--- config.mk ---
export PLATFORM = sky130hd
export DESIGN_NAME = mult_div_unit_flat
export DESIGN_NICKNAME = d
export VERILOG_FILES = /design/src/rtl/mult_div_unit_if.sv /design/src/rtl/mult_div_unit.sv /design/src/flat_wrapper.sv
export SDC_FILE = /design/constraint.sdc
export NUM_CORES = 1
export LEC_CHECK = 0
export CAP_MARGIN = 10
export CORE_ASPECT_RATIO = 1.25
export CORE_MARGIN = 5
export CORE_UTILIZATION = 61
export DETAILED_ROUTE_END_ITERATION = 8
export MAX_ROUTING_LAYER = met4
export PLACE_DENSITY = 0.79
export SYNTH_ARGS = -nofsm -noshare
export SYNTH_HDL_FRONTEND = slang
export SYNTH_SLANG_ARGS = --single-unit
--- constraint.sdc ---
create_clock -name clock -period 4 [get_ports clock]
set_clock_uncertainty 0.1 [all_clocks]
set_input_delay 0.8 -clock clock [delete_from_list [all_inputs] [get_ports clock]]
set_output_delay 0.8 -clock clock [all_outputs]
set_load 0.02 [all_outputs]
--- src/rtl/mult_div_unit_if.sv ---
// Operand/result bundle between the execute-stage pipeline and the multiply/divide unit.
interface mult_div_unit_if #(
  parameter int DATA_W = 32
);
  logic              start;
  logic [1:0]        op;
  logic [DATA_W-1:0] dado1;
  logic [DATA_W-1:0] dado2;
  logic              wr_hi;
  logic              wr_lo;
  logic              flush;
  logic [DATA_W-1:0] hi;
  logic [DATA_W-1:0] lo;
  logic              busy;
  logic              done;

  modport master (
    output start, op, dado1, dado2, wr_hi, wr_lo, flush,
    input  hi, lo, busy, done
  );

  modport slave (
    input  start, op, dado1, dado2, wr_hi, wr_lo, flush,
    output hi, lo, busy, done
  );
endinterface

--- src/rtl/mult_div_unit.sv ---
// Iterative radix-2 MULT/MULTU/DIV/DIVU unit with private HI/LO registers.
// Optional macro MDU_EARLY_OUT_EN: multiplies leave CALC once the remaining multiplier bits are zero.
//
// state | meaning
// IDLE  | waiting for start; MTHI/MTLO writes accepted
// CALC  | one shift-add / shift-subtract step per edge
// FIX   | sign correction, HI/LO load
// DONE  | one-cycle done pulse, result visible on hi/lo
module mult_div_unit #(
  parameter int DATA_W = 32
) (
  input  logic             clock,
  input  logic             reset_n,
  mult_div_unit_if.slave   bus
);
  localparam int CW = $clog2(DATA_W);

  typedef enum logic [1:0] {S_IDLE, S_CALC, S_FIX, S_DONE} state_t;

  state_t              state;
  logic [CW-1:0]       cnt;
  logic                is_div_q;
  logic                neg_res_q;
  logic                neg_rem_q;
  logic                div0_q;
  logic [2*DATA_W-1:0] acc;
  logic [2*DATA_W-1:0] mcand;
  logic [DATA_W-1:0]   opb;
  logic [DATA_W-1:0]   hi_q;
  logic [DATA_W-1:0]   lo_q;
  logic                busy_q;
  logic                done_q;

  logic                sgn_a, sgn_b;
  logic [DATA_W-1:0]   mag_a, mag_b;
  logic [DATA_W:0]     rem_sh, rem_diff;
  logic                q_bit;
  logic [2*DATA_W-1:0] div_next, mul_next, prod_fix;
  logic [DATA_W-1:0]   quot_fix, rem_fix;
  logic                calc_last;

  assign sgn_a = ~bus.op[0] & bus.dado1[DATA_W-1];
  assign sgn_b = ~bus.op[0] & bus.dado2[DATA_W-1];
  assign mag_a = sgn_a ? (DATA_W'(0) - bus.dado1) : bus.dado1;
  assign mag_b = sgn_b ? (DATA_W'(0) - bus.dado2) : bus.dado2;

  // Divide: acc holds {remainder, dividend/quotient}; a clear borrow means subtract succeeded.
  assign rem_sh   = acc[2*DATA_W-1:DATA_W-1];
  assign rem_diff = rem_sh - {1'b0, opb};
  assign q_bit    = ~rem_diff[DATA_W];
  assign div_next = q_bit ? {rem_diff[DATA_W-1:0], acc[DATA_W-2:0], 1'b1}
                          : {rem_sh[DATA_W-1:0], acc[DATA_W-2:0], 1'b0};

  // Multiply: multiplicand shifts left, multiplier shifts right, product accumulates in acc.
  assign mul_next = opb[0] ? (acc + mcand) : acc;

`ifdef MDU_EARLY_OUT_EN
  logic mul_last;
  assign mul_last  = (opb[DATA_W-1:1] == '0);
  assign calc_last = (cnt == '0) || (!is_div_q && mul_last);
`else
  assign calc_last = (cnt == '0);
`endif

  assign prod_fix = neg_res_q ? ((2*DATA_W)'(0) - acc) : acc;
  assign quot_fix = div0_q ? '1
                  : (neg_res_q ? (DATA_W'(0) - acc[DATA_W-1:0]) : acc[DATA_W-1:0]);
  // A zero divisor leaves |dado1| as remainder, so re-signing it restores the original dado1.
  assign rem_fix  = neg_rem_q ? (DATA_W'(0) - acc[2*DATA_W-1:DATA_W]) : acc[2*DATA_W-1:DATA_W];

  always_ff @(posedge clock or negedge reset_n) begin
    if (!reset_n) begin
      state     <= S_IDLE;
      cnt       <= '0;
      is_div_q  <= 1'b0;
      neg_res_q <= 1'b0;
      neg_rem_q <= 1'b0;
      div0_q    <= 1'b0;
      acc       <= '0;
      mcand     <= '0;
      opb       <= '0;
      hi_q      <= '0;
      lo_q      <= '0;
      busy_q    <= 1'b0;
      done_q    <= 1'b0;
    end else begin
      case (state)
        S_IDLE: begin
          done_q <= 1'b0;
          if (bus.start) begin
            is_div_q  <= bus.op[1];
            neg_res_q <= sgn_a ^ sgn_b;
            neg_rem_q <= sgn_a;
            div0_q    <= bus.op[1] && (bus.dado2 == '0);
            acc       <= bus.op[1] ? {{DATA_W{1'b0}}, mag_a} : '0;
            mcand     <= {{DATA_W{1'b0}}, mag_a};
            opb       <= mag_b;
            cnt       <= CW'(DATA_W - 1);
            busy_q    <= 1'b1;
            state     <= S_CALC;
          end else begin
            if (bus.wr_hi) hi_q <= bus.dado1;
            if (bus.wr_lo) lo_q <= bus.dado1;
          end
        end
        S_CALC: begin
          if (bus.flush) begin
            busy_q <= 1'b0;
            state  <= S_IDLE;
          end else begin
            if (is_div_q) begin
              acc <= div_next;
            end else begin
              acc   <= mul_next;
              mcand <= mcand << 1;
              opb   <= opb >> 1;
            end
            cnt <= cnt - 1'b1;
            if (calc_last) state <= S_FIX;
          end
        end
        S_FIX: begin
          busy_q <= 1'b0;
          if (bus.flush) begin
            state <= S_IDLE;
          end else begin
            if (is_div_q) begin
              hi_q <= rem_fix;
              lo_q <= quot_fix;
            end else begin
              hi_q <= prod_fix[2*DATA_W-1:DATA_W];
              lo_q <= prod_fix[DATA_W-1:0];
            end
            done_q <= 1'b1;
            state  <= S_DONE;
          end
        end
        S_DONE: begin
          done_q <= 1'b0;
          state  <= S_IDLE;
        end
        default: state <= S_IDLE;
      endcase
    end
  end

  assign bus.hi   = hi_q;
  assign bus.lo   = lo_q;
  assign bus.busy = busy_q;
  assign bus.done = done_q;
endmodule
--- src/flat_wrapper.sv ---
// flat-port wrapper written by rule: the top's interface ports become plain ports
module mult_div_unit_flat 
#(
  parameter int DATA_W = 32
)
  (clock, reset_n, bus_start, bus_op, bus_dado1, bus_dado2, bus_wr_hi, bus_wr_lo, bus_flush, bus_hi, bus_lo, bus_busy, bus_done);
  mult_div_unit_if #(.DATA_W(DATA_W)) bus_i ();
  input  logic clock;
  input  logic reset_n;
  input wire logic [$bits(bus_i.start)-1:0] bus_start;
  input wire logic [$bits(bus_i.op)-1:0] bus_op;
  input wire logic [$bits(bus_i.dado1)-1:0] bus_dado1;
  input wire logic [$bits(bus_i.dado2)-1:0] bus_dado2;
  input wire logic [$bits(bus_i.wr_hi)-1:0] bus_wr_hi;
  input wire logic [$bits(bus_i.wr_lo)-1:0] bus_wr_lo;
  input wire logic [$bits(bus_i.flush)-1:0] bus_flush;
  output wire logic [$bits(bus_i.hi)-1:0] bus_hi;
  output wire logic [$bits(bus_i.lo)-1:0] bus_lo;
  output wire logic [$bits(bus_i.busy)-1:0] bus_busy;
  output wire logic [$bits(bus_i.done)-1:0] bus_done;
  assign bus_i.start = bus_start;
  assign bus_i.op = bus_op;
  assign bus_i.dado1 = bus_dado1;
  assign bus_i.dado2 = bus_dado2;
  assign bus_i.wr_hi = bus_wr_hi;
  assign bus_i.wr_lo = bus_wr_lo;
  assign bus_i.flush = bus_flush;
  assign bus_hi = bus_i.hi;
  assign bus_lo = bus_i.lo;
  assign bus_busy = bus_i.busy;
  assign bus_done = bus_i.done;
  mult_div_unit #(.DATA_W(DATA_W)) u_core (.clock(clock), .reset_n(reset_n), .bus(bus_i));
endmodule
==> results of run 1 <==
report_power, final:
| group | switching [mW] | leakage [nW] | internal [mW] |
|---|---|---|---|
| Clock | 1.04 | 0.435 | 1.54 |
| Sequential | 0.838 | 3.02 | 3.27 |
| Combinational | 6.30 | 6.21 | 3.83 |
| Total | 8.17 | 9.66 | 8.64 |
sequential cells by signal (all words and copies together) (netlist names), 2 cells and up:
register and cells:
u_core.acc 64, u_core.bus.hi 32, u_core.bus.lo 32, u_core.cnt 5, u_core.mcand 64, u_core.opb 32
u_core.state 2
synth_stat cells (27+ instances only):
| cell | n |
|---|---|
| nand2_1 | 306 |
| o21ai_0 | 277 |
| dfrtp_1 | 237 |
| a21oi_1 | 221 |
| nor2_1 | 198 |
| xnor2_1 | 137 |
| clkbuf_1 | 136 |
| ha_1 | 104 |
| inv_1 | 81 |
| xor2_1 | 69 |
| a21o_1 | 44 |
| mux2i_1 | 44 |
| o22ai_1 | 37 |
| a22o_1 | 34 |
| a211oi_1 | 32 |
| nand4_1 | 32 |
| o21ai_1 | 27 |
worst paths after layout:
check | start | endpoint | slack [ps] | depth (start not counted)
min reg2reg | u_core.bus.lo[13]$_DFFE_PN0P_ | u_core.bus.lo[13]$_DFFE_PN0P_ | 380 | 2
max in group asynchronous | reset_n | u_core.acc[45]$_DFFE_PN0P_ | 2650 | 2
max | u_core.acc[33]$_DFFE_PN0P_ | u_core.bus.hi[28]$_DFFE_PN0P_ | 220 | 12
max reg2reg | u_core.acc[33]$_DFFE_PN0P_ | u_core.bus.hi[28]$_DFFE_PN0P_ | 220 | 12
min | reset_n | u_core.acc[3]$_DFFE_PN0P_ | 150 | 1
min in group clock | u_core.bus.lo[13]$_DFFE_PN0P_ | u_core.bus.lo[13]$_DFFE_PN0P_ | 380 | 2
area by class of cell:
type	instances	area, µm²
Multi-Input combinational cell	1957	12400
Fill cell	2538	8710
Sequential cell	237	5930
Timing Repair Buffer	238	2210
Clock buffer	34	732
Tap cell	407	509
Inverter	81	304
Clock inverter	11	160
Antenna cell	1	2.50
critical path, delay by kind of cell (launching register included):
| kind | cells | cell delay (ps) |
|---|---|---|
| compound gates | 2 | 310 |
| xor+xnor | 1 | 250 |
| fa+ha+maj | 1 | 220 |
| buf+inv | 1 | 220 |
| flops | 1 | 510 |
| mux | 1 | 100 |
| simple gates | 6 | 1980 |
layout by cell type, fill, tap and decap left out, types with 20 or more instances in the layout:
cell / synthesis / final
nand2b_1: 24 / 23
a22oi_1: 25 / 25
ha_1: 104 / 102
xnor2_1: 137 / 137
inv_1: 81 / 81
a22o_1: 34 / 34
a21oi_1: 221 / 220
mux2i_1: 44 / 44
o21ai_0: 277 / 277
nor3_1: 25 / 25
clkdlybuf4s50_1: 0 / 136
or3_1: 24 / 24
o21bai_1: 22 / 22
a221oi_1: 20 / 20
dfrtp_1: 237 / 236
o21ai_1: 27 / 24
a21o_1: 44 / 44
clkbuf_16: 0 / 27
o31ai_1: 24 / 24
nor2_1: 198 / 197
o22ai_1: 37 / 37
xor2_1: 69 / 68
nand4_1: 32 / 32
a211oi_1: 32 / 32
nand2_1: 306 / 306
buf_4: 0 / 95
cell families after synthesis:
family	count (synthesis)	synth area share
mux	47	0.0248
simple gates	729	0.175
xor+xnor	206	0.0944
compound gates	869	0.279
flops	237	0.310
buf+inv	232	0.0459
fa+ha+maj	106	0.0702
through the flow:
| stage | instance area [µm²] | cells | total power, mW |
|---|---|---|---|
| 2_1_floorplan | 19100 | 2426 | 10.6 |
| 3_3_place_gp | 21400 | 2920 | 13.8 |
| 3_5_place_dp | 21400 | 2920 | 14.0 |
| 4_1_cts | 22200 | 2965 | 16.6 |
| 5_1_grt | 22300 | 2966 | 17.9 |
| 6_report | 22300 | 2966 | 16.8 |
repair_timing:
| action | 4_1_cts | 5_1_grt |
|---|---|---|
| hold endpoints to repair | 0 | 0 |
| gates resized for setup | 0 | 4 |
| setup endpoints to repair | 0 | 14 |
routing by layer:
layer  vias to the layer above  GRT usage
met3                       256     0.0541
met4                         0      0.234
met5                         -          -
met1                      9231      0.425
met2                       927      0.649
li1                       8960          -
==> metrics.cfg, run 1 <==
[status]
status = complete, no violations

[setup_path]
worst_setup_path_start_kind = flip-flop
end_kind = flip-flop
required_ps = 4360
crit_chain = inv_1 > ha_1 > nand2b_1 > or4_1 > or4_1 > nand2b_1 > nor3_1 > nor3b_1 > o21ai_0 > xor2_1 > mux2i_1 > o21ai_0
slowest_stage = or4_1
cp_max_fo = 8
critPathMaxStageDelay_ps = 630
criticalPathCategory = reg -> reg
worstPathArrival_ps = 4140

[floorplanning]
io_pins = 138
coreArea_um2 = 31000
row_count = 72
start_util = 0.617
die_area_um2 = 35000
die_h_um = 208
fp.dieW_um = 168

[grt]
grt_pass1_vias = 19300
track_usage = 0.383
grt_max_degree = 89
grt_pass1_wl_um = 105000
antenna_found_initial = 1
grt_overflow = 0

[sta]
fin_crit_sh = 0.944
slew_violations = 0
timing.fmax_mhz = 265
finalSetupViolations = 0
fin_hold_ws_ps = 146
hold_viol_final = 0
tns_ps = 0
period_needed_ps = 3780
worstMarginPinSlew_ps = 1020
final.setup.worst_slack_ps = 222
slew-limit-headroom = 0.314
grt_setup_unrepaired = no

[synth]
synth_largest_area_cell = dfrtp_1
yosysSeqAreaShare = 0.310
synthArstFlopShare = 1.00
synthDistinctLibCells = 78
postSynthCellCount = 2426
syn_area_um2 = 19100
synth_top_area_share = 0.310
ys.flop_type = dfrtp_1
synth_seq_cells = 237
synth_enable_flop_cells = 0
mappedNetlistNets = 2604
synth.avg_cell_area_um2 = 7.88
synth_warnings = 0
synth_top_cells_by_area = dfrtp_1 (31%), o21ai_0 (7.3%), ha_1 (6.8%)

[route]
wirelength_um = 67100
drt_iter0_drc = 2062
vias = 19400
top_layer = met4
antenna_left = 0
met2_length_um = 33100
vias_per_cell = 6.53
drc = 0
wl_met3_um = 4860
wl_met1_um = 24200
drt_first_pass_iters = 6
avgRoutedWirePerCell_um = 22.6

[finish]
fin_util = 0.719
synthToLayoutAreaGrowth_pct = 16.5
nets = 2720
drive_above_1_share = 0.0723

[clock_tree]
clock-sinks = 237
clk_pin_slew_worst_paths_ps = 60
cts_tree = built
cts_root_buf = clkbuf_16
clk_path_buf_depth = 3
clock_latency_ps = 550
post-cts-setup-buffers = 0
numCtsBuffers = 27
cts_hold_buf = 0
cts_htree_levels = 1

[placement]
portBuffers = 137
gp_congestion = 1.01
place_ws_ps = 86.1
dpl.hpwl_um = 51500

[power]
pwr_density_cell_nw_per_um2 = 755
ir_drop_mv = 0.533
leakagePower_nw = 9.66

[run]
drv_cap = 0

[min_path]
holdCritPathClass = in -> async

Note: power is estimated with default switching activity, not from simulation.
==> run 2, diff against run 1 <==
--- a/config.mk
+++ b/config.mk
@@ -8,10 +8,11 @@
 export CAP_MARGIN = 10
 export CORE_ASPECT_RATIO = 1.25
 export CORE_MARGIN = 5
-export CORE_UTILIZATION = 61
+export CORE_UTILIZATION = 46
 export DETAILED_ROUTE_END_ITERATION = 8
 export MAX_ROUTING_LAYER = met4
-export PLACE_DENSITY = 0.79
+export PLACE_DENSITY = 0.62
 export SYNTH_ARGS = -nofsm -noshare
 export SYNTH_HDL_FRONTEND = slang
 export SYNTH_SLANG_ARGS = --single-unit
+export TNS_END_PERCENT = 1
==> metrics.cfg, run 2 (synthesis gave the netlist of run 1 again) <==
[status]
status = complete, no violations

[finish]
fin_area_um2 = 22800  ; +2.5%
final_common_cell = nand2_1
biggestRegsByFlops = u_core.acc: 64 flops, u_core.mcand: 64 flops
n_fill_cell = 3940  ; +55%
fin_util = 0.555  ; -0.164
drive_above_1_share = 0.0859  ; +0.0136
synthToLayoutAreaGrowth_pct = 19.4
nets = 2752  ; +1.2%
final_cell_mix = nand2_1 (306), o21ai_0 (277), dfrtp_1 (236)
num_antenna_cells = 0  ; -1

[power]
ir_drop_mv = 0.479  ; -10%
leakagePower_nw = 9.89  ; +2.4%
p_total_mw = 17.3  ; +3.1%
pwr_density_cell_nw_per_um2 = 760  ; +0.62%

[clock_tree]
clock-sinks = 237  ; unchanged
clk_path_buf_depth = 3  ; unchanged
numCtsBuffers = 29  ; +7.4%
cts_root_buf = clkbuf_16
clock_latency_ps = 570  ; +20 ps
cts_hold_buf = 0  ; unchanged
cts_tree = built
clk_pin_slew_worst_paths_ps = 70  ; about the same
cts_htree_levels = 1  ; unchanged
post-cts-setup-buffers = 0  ; unchanged

[sta]
period_needed_ps = 3810  ; +32.0 ps
hold_viol_final = 0  ; unchanged
worstMarginPinSlew_ps = 1260  ; +231 ps
slew_violations = 0  ; unchanged
fin_crit_sh = 0.952  ; +0.00799
finalSetupViolations = 0  ; unchanged
slew-limit-headroom = 0.159  ; -0.155
timing.fmax_mhz = 263  ; -0.84%

[setup_path]
crit_top_cell = or4_1
worst_setup_path_start_kind = flip-flop
criticalPathCategory = reg -> reg
end_kind = flip-flop
crit_path_start = u_core.acc[32]$_DFFE_PN0P_
path_delay_family = simple AND/OR/NAND/NOR gates
crit_chain = inv_1 > ha_1 > nand2b_1 > or4_1 > or4_1 > nor2_1 > nand3_1 > nor4_1 > a21oi_1 > o21ai_1 > xor2_1 > a211oi_1 > a21o_1
cp_max_fo = 5  ; -3
required_ps = 4370  ; about the same
worstPathArrival_ps = 4180  ; +40 ps
path_buf_inv = 1  ; unchanged
rr_startpoint = u_core.acc[32]$_DFFE_PN0P_
slowest_stage = or4_1
critPathMaxStageDelay_ps = 610  ; -20 ps

[route]
antenna_left = 0  ; unchanged
wirelength_um = 69500  ; +3.6%
drt_iter0_drc = 1208  ; -41%
vias_per_cell = 6.00  ; -8.1%
drt_first_pass_iters = 5  ; -1
drc = 0  ; unchanged
avgRoutedWirePerCell_um = 22.1  ; -2.4%
vias = 18900  ; -2.4%

[floorplanning]
die_area_um2 = 45800  ; +31%
coreArea_um2 = 41100  ; +33%
io_pins = 138  ; unchanged
die_h_um = 238  ; +14%
row_count = 83  ; +15%
start_util = 0.465  ; -0.152
fp.dieW_um = 192  ; +14%

[grt]
grt_overflow = 0  ; unchanged
grt_pass1_vias = 18800  ; -2.5%
track_usage = 0.305  ; -0.0779
antenna_found_initial = 0  ; -1
grt_max_degree = 90  ; +1.1%
grt_pass1_wl_um = 107000  ; +1.9%

[placement]
gp_congestion = 0.999  ; -1.5%
dpl.hpwl_um = 54300  ; +5.3%
portBuffers = 137  ; unchanged
placed_area_um2 = 21800  ; +1.9%

[min_path]
holdCritPathClass = in -> async

[run]
drv_cap = 0  ; unchanged

run 2: path summary, 6_finish.rpt:
check	to	slack (ps)	depth (start not counted)
hold / removal	u_core.mcand[5]$_DFFE_PN0P_	110	1
setup / recovery	u_core.bus.hi[30]$_DFFE_PN0P_	190	13
min in group clock	u_core.bus.lo[17]$_DFFE_PN0P_	380	2
setup reg to reg	u_core.bus.hi[30]$_DFFE_PN0P_	190	13
hold reg to reg	u_core.bus.lo[17]$_DFFE_PN0P_	380	2
max in group asynchronous	u_core.mcand[54]$_DFFE_PN0P_	2710	2
run 2: power breakdown:
part,switching (mW),total [mW],internal (mW)
clock,1.12,2.91,1.79
combinational,6.43,10.4,3.98
sequential,0.747,4.02,3.27
run 2: area by class of cell:
class / instances / area, µm² / area share
Multi-Input combinational cell: 1957 / 12400 / 0.544
Sequential cell: 237 / 5930 / 0.260
Timing Repair Buffer: 268 / 2430 / 0.107
Clock buffer: 37 / 796 / 0.0349
Tap cell: 552 / 691 / 0.0303
Inverter: 81 / 304 / 0.0133
Clock inverter: 16 / 240 / 0.0105
run 2: what timing repair did:
| item | 4_1_cts | 5_1_grt |
|---|---|---|
| setup endpoints to repair | 0 | 20 |
| hold endpoints to repair | 0 | 0 |
| gates resized for setup | 0 | 4 |
run 2: metrics by stage:
step | worst slack, ps | std cells | hold WS [ps] | setup TNS [ps]
final | 191 | 3148 | 107 | 0
after global routing | -17.8 | 3148 | 141 | -67.8
after CTS | 125 | 3148 | 103 | 0
after detailed placement | 80.5 | 3095 | 370 | 0
after global placement | 134 | 3095 | 363 | 0
after floorplan | 488 | 2426 | 350 | 0
run 2: metal layers:
metal / vias up / global-route usage / wire length [µm]
met2: 625 / 0.513 / 34100
met5: - / - / 0
li1: 9043 / - / -
met1: 9030 / 0.347 / 26900
met4: 0 / 0.184 / 4970
met3: 203 / 0.0367 / 3450
